$ cat src/rtl/mdr_mem.sv
// Memory data register with its own read/write handshake to the memory port.
// Loads are lane-extracted and sign/zero-extended; stores are replicated with byte enables.
module mdr_mem #(
  parameter  int DATA_WIDTH = 32,
  localparam int OFF_W      = $clog2(DATA_WIDTH/8),
  localparam int NB         = DATA_WIDTH/8
) (
  input  logic                  clock,
  input  logic                  clear,
  input  logic                  enable,
  input  logic                  read,
  input  logic                  write,
  input  logic [1:0]            size,
  input  logic                  unsigned_ld,
  input  logic [OFF_W-1:0]      addr_lo,
  input  logic [DATA_WIDTH-1:0] BusMuxOut,
  input  logic [DATA_WIDTH-1:0] Mdatain,
  input  logic                  mem_ack,
  output logic [DATA_WIDTH-1:0] BusMuxIn,
  output logic [DATA_WIDTH-1:0] Mdataout,
  output logic [NB-1:0]         mem_be,
  output logic                  mem_rd_req,
  output logic                  mem_wr_req,
  output logic                  busy,
  output logic                  misaligned
);

  typedef enum logic [1:0] {IDLE, READ, WRITE} state_t;

  state_t                  state_q, state_d;
  logic [DATA_WIDTH-1:0]   q_q, q_d;
  logic [1:0]              size_q, size_d;
  logic                    uns_q, uns_d;
  logic [OFF_W-1:0]        off_q, off_d;
  logic [DATA_WIDTH-1:0]   dout_q, dout_d;
  logic [NB-1:0]           be_q, be_d;
  logic                    rd_q, rd_d;
  logic                    wr_q, wr_d;
  logic                    busy_q, busy_d;
  logic                    mis_q, mis_d;

  function automatic int size_bytes(input logic [1:0] sz);
    case (sz)
      2'b00:   return 1;
      2'b01:   return 2;
      2'b10:   return 4;
      default: return NB;
    endcase
  endfunction

  // On a 32-bit datapath the word and full-width checks coincide.
  function automatic logic is_misaligned(input logic [1:0] sz, input logic [OFF_W-1:0] off);
    case (sz)
      2'b00:   return 1'b0;
      2'b01:   return off[0];
      2'b10:   return (off[1:0] != 2'b00);
      default: return (off != '0);
    endcase
  endfunction

  function automatic logic [DATA_WIDTH-1:0] load_lane(input logic [DATA_WIDTH-1:0] d,
                                                      input logic [1:0] sz,
                                                      input logic uns,
                                                      input logic [OFF_W-1:0] off);
    logic [DATA_WIDTH-1:0] sh;
    logic [DATA_WIDTH-1:0] r;
    logic                  msb;
    int                    nbits;
    sh    = d >> {off, 3'b000};
    nbits = 8 * size_bytes(sz);
    msb   = ~uns & sh[nbits-1];
    for (int i = 0; i < DATA_WIDTH; i++) begin
      r[i] = (i < nbits) ? sh[i] : msb;
    end
    return r;
  endfunction

  function automatic logic [DATA_WIDTH-1:0] store_data(input logic [DATA_WIDTH-1:0] d,
                                                       input logic [1:0] sz);
    logic [DATA_WIDTH-1:0] r;
    int                    n;
    n = size_bytes(sz);
    for (int i = 0; i < NB; i++) begin
      r[8*i +: 8] = d[8*(i % n) +: 8];
    end
    return r;
  endfunction

  function automatic logic [NB-1:0] store_be(input logic [1:0] sz, input logic [OFF_W-1:0] off);
    logic [NB-1:0] r;
    int            n;
    int            o;
    n = size_bytes(sz);
    o = int'(off);
    for (int i = 0; i < NB; i++) begin
      r[i] = (i >= o) && (i < o + n);
    end
    return r;
  endfunction

  always_comb begin
    state_d = state_q;
    q_d     = q_q;
    size_d  = size_q;
    uns_d   = uns_q;
    off_d   = off_q;
    dout_d  = dout_q;
    be_d    = be_q;
    rd_d    = rd_q;
    wr_d    = wr_q;
    busy_d  = busy_q;
    mis_d   = 1'b0;
    case (state_q)
      IDLE: begin
        // A rejected read still takes priority, so a simultaneous write is dropped.
        if (read) begin
          if (is_misaligned(size, addr_lo)) begin
            mis_d = 1'b1;
          end else begin
            size_d  = size;
            uns_d   = unsigned_ld;
            off_d   = addr_lo;
            rd_d    = 1'b1;
            busy_d  = 1'b1;
            state_d = READ;
          end
        end else if (write) begin
          if (is_misaligned(size, addr_lo)) begin
            mis_d = 1'b1;
          end else begin
            dout_d  = store_data(q_q, size);
            be_d    = store_be(size, addr_lo);
            wr_d    = 1'b1;
            busy_d  = 1'b1;
            state_d = WRITE;
          end
        end else if (enable) begin
          q_d = BusMuxOut;
        end
      end
      READ: begin
        if (mem_ack) begin
          q_d     = load_lane(Mdatain, size_q, uns_q, off_q);
          rd_d    = 1'b0;
          busy_d  = 1'b0;
          state_d = IDLE;
        end
      end
      WRITE: begin
        if (mem_ack) begin
          dout_d  = '0;
          be_d    = '0;
          wr_d    = 1'b0;
          busy_d  = 1'b0;
          state_d = IDLE;
        end
      end
      default: begin
        dout_d  = '0;
        be_d    = '0;
        rd_d    = 1'b0;
        wr_d    = 1'b0;
        busy_d  = 1'b0;
        state_d = IDLE;
      end
    endcase
  end

  always_ff @(posedge clock or negedge clear) begin
    if (!clear) begin
      state_q <= IDLE;
      q_q     <= '0;
      size_q  <= '0;
      uns_q   <= 1'b0;
      off_q   <= '0;
      dout_q  <= '0;
      be_q    <= '0;
      rd_q    <= 1'b0;
      wr_q    <= 1'b0;
      busy_q  <= 1'b0;
      mis_q   <= 1'b0;
    end else begin
      state_q <= state_d;
      q_q     <= q_d;
      size_q  <= size_d;
      uns_q   <= uns_d;
      off_q   <= off_d;
      dout_q  <= dout_d;
      be_q    <= be_d;
      rd_q    <= rd_d;
      wr_q    <= wr_d;
      busy_q  <= busy_d;
      mis_q   <= mis_d;
    end
  end

  assign BusMuxIn   = q_q;
  assign Mdataout   = dout_q;
  assign mem_be     = be_q;
  assign mem_rd_req = rd_q;
  assign mem_wr_req = wr_q;
  assign busy       = busy_q;
  assign misaligned = mis_q;

endmodule

$ cat config.mk
export PLATFORM = sky130hd
export DESIGN_NAME = mdr_mem
export DESIGN_NICKNAME = d
export VERILOG_FILES = /design/src/rtl/mdr_mem.sv
export SDC_FILE = /design/constraint.sdc
export NUM_CORES = 1
export LEC_CHECK = 0
export CORE_MARGIN = 5
export CORE_UTILIZATION = 53
export CTS_CLUSTER_DIAMETER = 40
export DETAILED_ROUTE_END_ITERATION = 6
export HOLD_SLACK_MARGIN = 0.06
export PLACE_DENSITY = 0.88
export SLEW_MARGIN = 15
export SYNTH_ARGS = -nofsm -noshare
export SYNTH_HDL_FRONTEND = slang
export SYNTH_SLANG_ARGS = --single-unit
$ cat constraint.sdc
create_clock -name clock -period 4 [get_ports clock]
set_clock_uncertainty 0.2 [all_clocks]
set_input_delay 0.8 -clock clock [delete_from_list [all_inputs] [get_ports clock]]
set_output_delay 0.8 -clock clock [all_outputs]
set_load 0.03 [all_outputs]
==> impl.org <==
** Cells and area
- Final layout net count :: 840
- From synthesis to final layout, the design area changed by 39.7%.
- Area of the multi-input gates :: 0.00307 mm2
- After filler insertion, the fill cell instance count of the layout stands at a little over 700.
- Sequential cell area in the final layout :: 0.00198 mm2
- Non-Filler Cell Area, Final :: 0.00730 mm2
- The repair_antennas step left the layout with diodes totalling 0.
- Share of final-layout standard cells stronger than drive strength 1 :: between 10% and 20%

** Route
- The count of nets left with antenna violations once routing finished came out at 0.
- In the routed layout, each cell is associated on average with a via count of 5.99.
- Total routed wirelength :: 16500 um
- Before antenna repair, the detailed router went through 5 iterations.
- Residual DRC count :: 0
- Routed wire length per instance :: around 19 um
- Violation count after the first detailed-routing iteration :: between 300 and 400
- Total number of vias :: 5320

** Clocking
- For the worst-skew pair, the clock arrives at the later sink with an insertion delay of ~360 ps.
- Clock H-tree levels :: 3
- The number of hold buffers added after CTS was 0.
- The clock passes through at most 2 buffers.
- Clock-pin slew was measured on the worst setup and hold paths at roughly 90 ps.
- CTS placed an instance of sky130_fd_sc_hd__clkbuf_8 at the clock tree root.
- TritonCTS clock tree :: done
- Clock tree synthesis inserted a total of 9 buffers.
- Counting every sink on the clock net gives 79.

** GRT
- Via count of the first global-routing pass :: ~5000
- Entering global routing, the biggest net connects 80 pins.
- Total Routing Usage GR :: about 28%
- The number of antenna violations at the first check in global routing is 0.
- Global route overflow :: 0
- Global-route wire length before repair :: roughly 26000 um

** Logic synthesis
- Number of enable-type register cells in the synthesized netlist :: 0
- After synthesis, flip-flops and latches occupy 37.9% of the total area.
- Summed over all instances, the cell type with the most area after synthesis is sky130_fd_sc_hd__dfrtp_1.
- Synthesis inferred between 70 and 80 register bits.
- Average cell area after synthesis :: 8.76 um2
- Dominant cell by count in the synthesized netlist :: sky130_fd_sc_hd__nand2_1
- Primary FF master, synth :: sky130_fd_sc_hd__dfrtp_1
- The synthesized design devotes to its leading area cell type between 30% and 40% of total area.
- The commonest cells after synthesis are 82 x sky130_fd_sc_hd__nand2_1, 79 x sky130_fd_sc_hd__dfrtp_1, 72 x sky130_fd_sc_hd__nor2_1.
- Nets in the synthesized netlist :: a little under 700
- Gate count of the mapped netlist :: 596
- After synthesis, the share of flip-flops with an asynchronous set or reset is between 90% and 100%.
- In the post-synthesis netlist, the biggest area contributors are sky130_fd_sc_hd__dfrtp_1 38%, sky130_fd_sc_hd__mux2i_1 9.8%, sky130_fd_sc_hd__nand2_1 5.9%.
- Counting distinct cell types in the post-synthesis netlist gives between 50 and 60.
- YS warnings :: 0
- Synthesized area :: approximately 0.0052 mm2

** Run status
- Result of the run :: finished clean

** Worst setup path
- Of all nets on the critical path, the largest fanout is 8.
- The worst setup path is captured at a register.
- Setup crit start kind :: primary input
- In this run the critical register-to-register path is launched from off_q[1].
- Series of cell instances along the critical path :: clkdlybuf4s50_1 -> or2_2 -> ha_4 -> ha_1 -> and2b_1 -> a2111oi_4 -> o221ai_2 -> o41ai_4 -> buf_4 -> o221ai_1 -> a32o_1
- Crit path max-delay cell type :: sky130_fd_sc_hd__clkdlybuf4s50_1
- Biggest cell delay along the critical path :: roughly 460 ps
- Register-to-register path setup slack :: between 900 and 1000 ps
- Capturing point of the worst reg2reg path :: BusMuxIn[10]
- Worst endpoint required time :: just over 4000 ps
- STA puts the critical path data arrival time at between 3000 and 4000 ps.
- For the worst flop-to-flop path, the logic depth is 6.
- The critical path is of the primary input to register type.

** Timing
- Setup violations remaining at the end of the flow were counted as 0.
- For the pin with the worst max-slew slack, the measured transition is between 900 and 1000 ps.
- Final slew viol count :: 0
- Number of endpoints with negative hold slack in the final report :: 0
- The smallest clock period supported by the final layout is computed as 3800 ps.
- Rel. slew slack :: 34.4%
- Setup slack closes at about 200 ps.
- For this run, the top clock speed supported by timing is around 260 MHz.
- Crit share post-route :: between 90 and 100%

** Pwr
- The worst-case IR drop observed on VDD is 372 uV.
- Static leakage :: 0.00310 uW
- Pwr dens :: between 700 and 800 mW/mm2

** Hold path
- Cell depth of the worst min-delay path :: 1
- The min-delay analysis places its worst path in the category register to register.
- Capture endpoint of the worst hold path :: mem_be[2]
- Worst Min Path Start :: mem_be[2]

** Die
- The die covers about 0.012 mm2.
- After floorplanning, the core was divided into 36 placement rows.
- Core Footprint :: slightly below 0.01 mm2
- Y dimension of the die :: between 100 and 150 um
- approximately 150 I/O pins were placed.
- For this configuration, the core starts out at a cell density of between 50% and 60%.
- In this run the horizontal extent of the chip is around 110 um.

** Run
- Max-cap violations in this run came to 0.

** Placed design
- Post-Place Setup Slack :: -209 ps
- Routability-driven placement finished with a final weighted congestion of around 0.9.
- In this run the tool buffered the top-level ports with between 100 and 150 buffer cells.
- Dpl hpwl :: between 10000 and 15000 um
- After detailed placement, the total cell area comes to 0.00705 mm2.
[per-layer routing]
metal	track usage, %	vias to the layer above	routed length, um
li1	-	2480	-
met1	38.1	2516	6880
met2	45.5	288	7770
met3	5.68	36	1510
met4	8.73	0	378
met5	0	-	0
[how the worst max path moves through the flow]
| stage | start | endpoint | slack [ps] | cells past startpoint |
|---|---|---|---|---|
| 2_1_floorplan | size[1] | Mdataout[1] | 20 | 13 |
| 3_3_place_gp | size[1] | Mdataout[1] | -80 | 11 |
| 3_5_place_dp | size[0] | Mdataout[4] | -210 | 14 |
| 4_1_cts | size[0] | Mdataout[4] | 180 | 14 |
| 5_1_grt | size[0] | Mdataout[20] | -2 | 14 |
| 6_report | size[1] | Mdataout[4] | 200 | 11 |
[what timing repair did]
action                                  CTS  global route
endpoints found under the setup margin    0             8
hold endpoints to repair                  0             0
setup buffers                             0             0
gates resized for setup                   0             2
[worst max-delay path: cells and delay by family]
kind	cells	cell delay, ps
buffers and inverters	2	670
adder cells (fa/ha/maj)	2	440
AO/OA/AOI/OAI	5	1360
AND/OR/NAND/NOR	2	600
[sequential cells by signal, indices dropped and copies added, names as in the netlist, 2 cells and up]
| register | count |
|---|---|
| size_q | 2 |
| off_q | 2 |
| mem_be | 4 |
| state_q | 2 |
| Mdataout | 32 |
| BusMuxIn | 32 |
[cells by family (layout without fill, tap and decap cells)]
group	Yosys count	in the layout	share of synthesized area [%]
buffers and inverters	63	222	4.62
DFF	79	79	37.9
muxes	64	64	12.8
AOI/OAI and AO/OA	163	163	23.0
adders and majority gates	15	15	3.74
and+or+nand+nor	212	212	18.0
[where the power goes]
| part | switching [uW] | total, uW | internal, uW |
|---|---|---|---|
| clock | 318 | 738 | 420 |
| combinational | 1880 | 3260 | 1370 |
| sequential | 467 | 1600 | 1140 |
| total | 2670 | 5600 | 2930 |
[area by class of cell]
class,count,area share [%]
well taps,133,2.28
repair buffers,186,24.1
inverters,20,1.10
flip-flops and latches,79,27.1
multi-input cells,454,42.1
clock inverters,6,1.61
clock buffers,10,1.75
[cell usage in the layout, fill, tap and decap left out, types with 11 or more instances in the layout]
cell,n
sky130_fd_sc_hd__clkdlybuf4s50_1,145
sky130_fd_sc_hd__nand2_1,82
sky130_fd_sc_hd__dfrtp_1,79
sky130_fd_sc_hd__nor2_1,72
sky130_fd_sc_hd__mux2i_1,51
sky130_fd_sc_hd__buf_4,41
sky130_fd_sc_hd__a21oi_1,31
sky130_fd_sc_hd__o21ai_0,30
sky130_fd_sc_hd__a221oi_1,24
sky130_fd_sc_hd__inv_1,18
sky130_fd_sc_hd__nor2b_1,14
sky130_fd_sc_hd__nand3_1,14
sky130_fd_sc_hd__o22ai_1,12
sky130_fd_sc_hd__mux2_2,12
sky130_fd_sc_hd__ha_1,11
[stage by stage]
stage                     power, uW  hold slack [ps]  util, %  TNS, ps  std cells
after global placement         4730              260     72.8     -509        872
after detailed placement       4830              265     72.8    -1540        872
after floorplan                3560              285        -        0        596
final                          5600              281     75.3        0        888
after global routing           5930              307     75.3    -1.64        888
after CTS                      5580              282     75.3        0        888
Power figures use the tool's default switching activity.
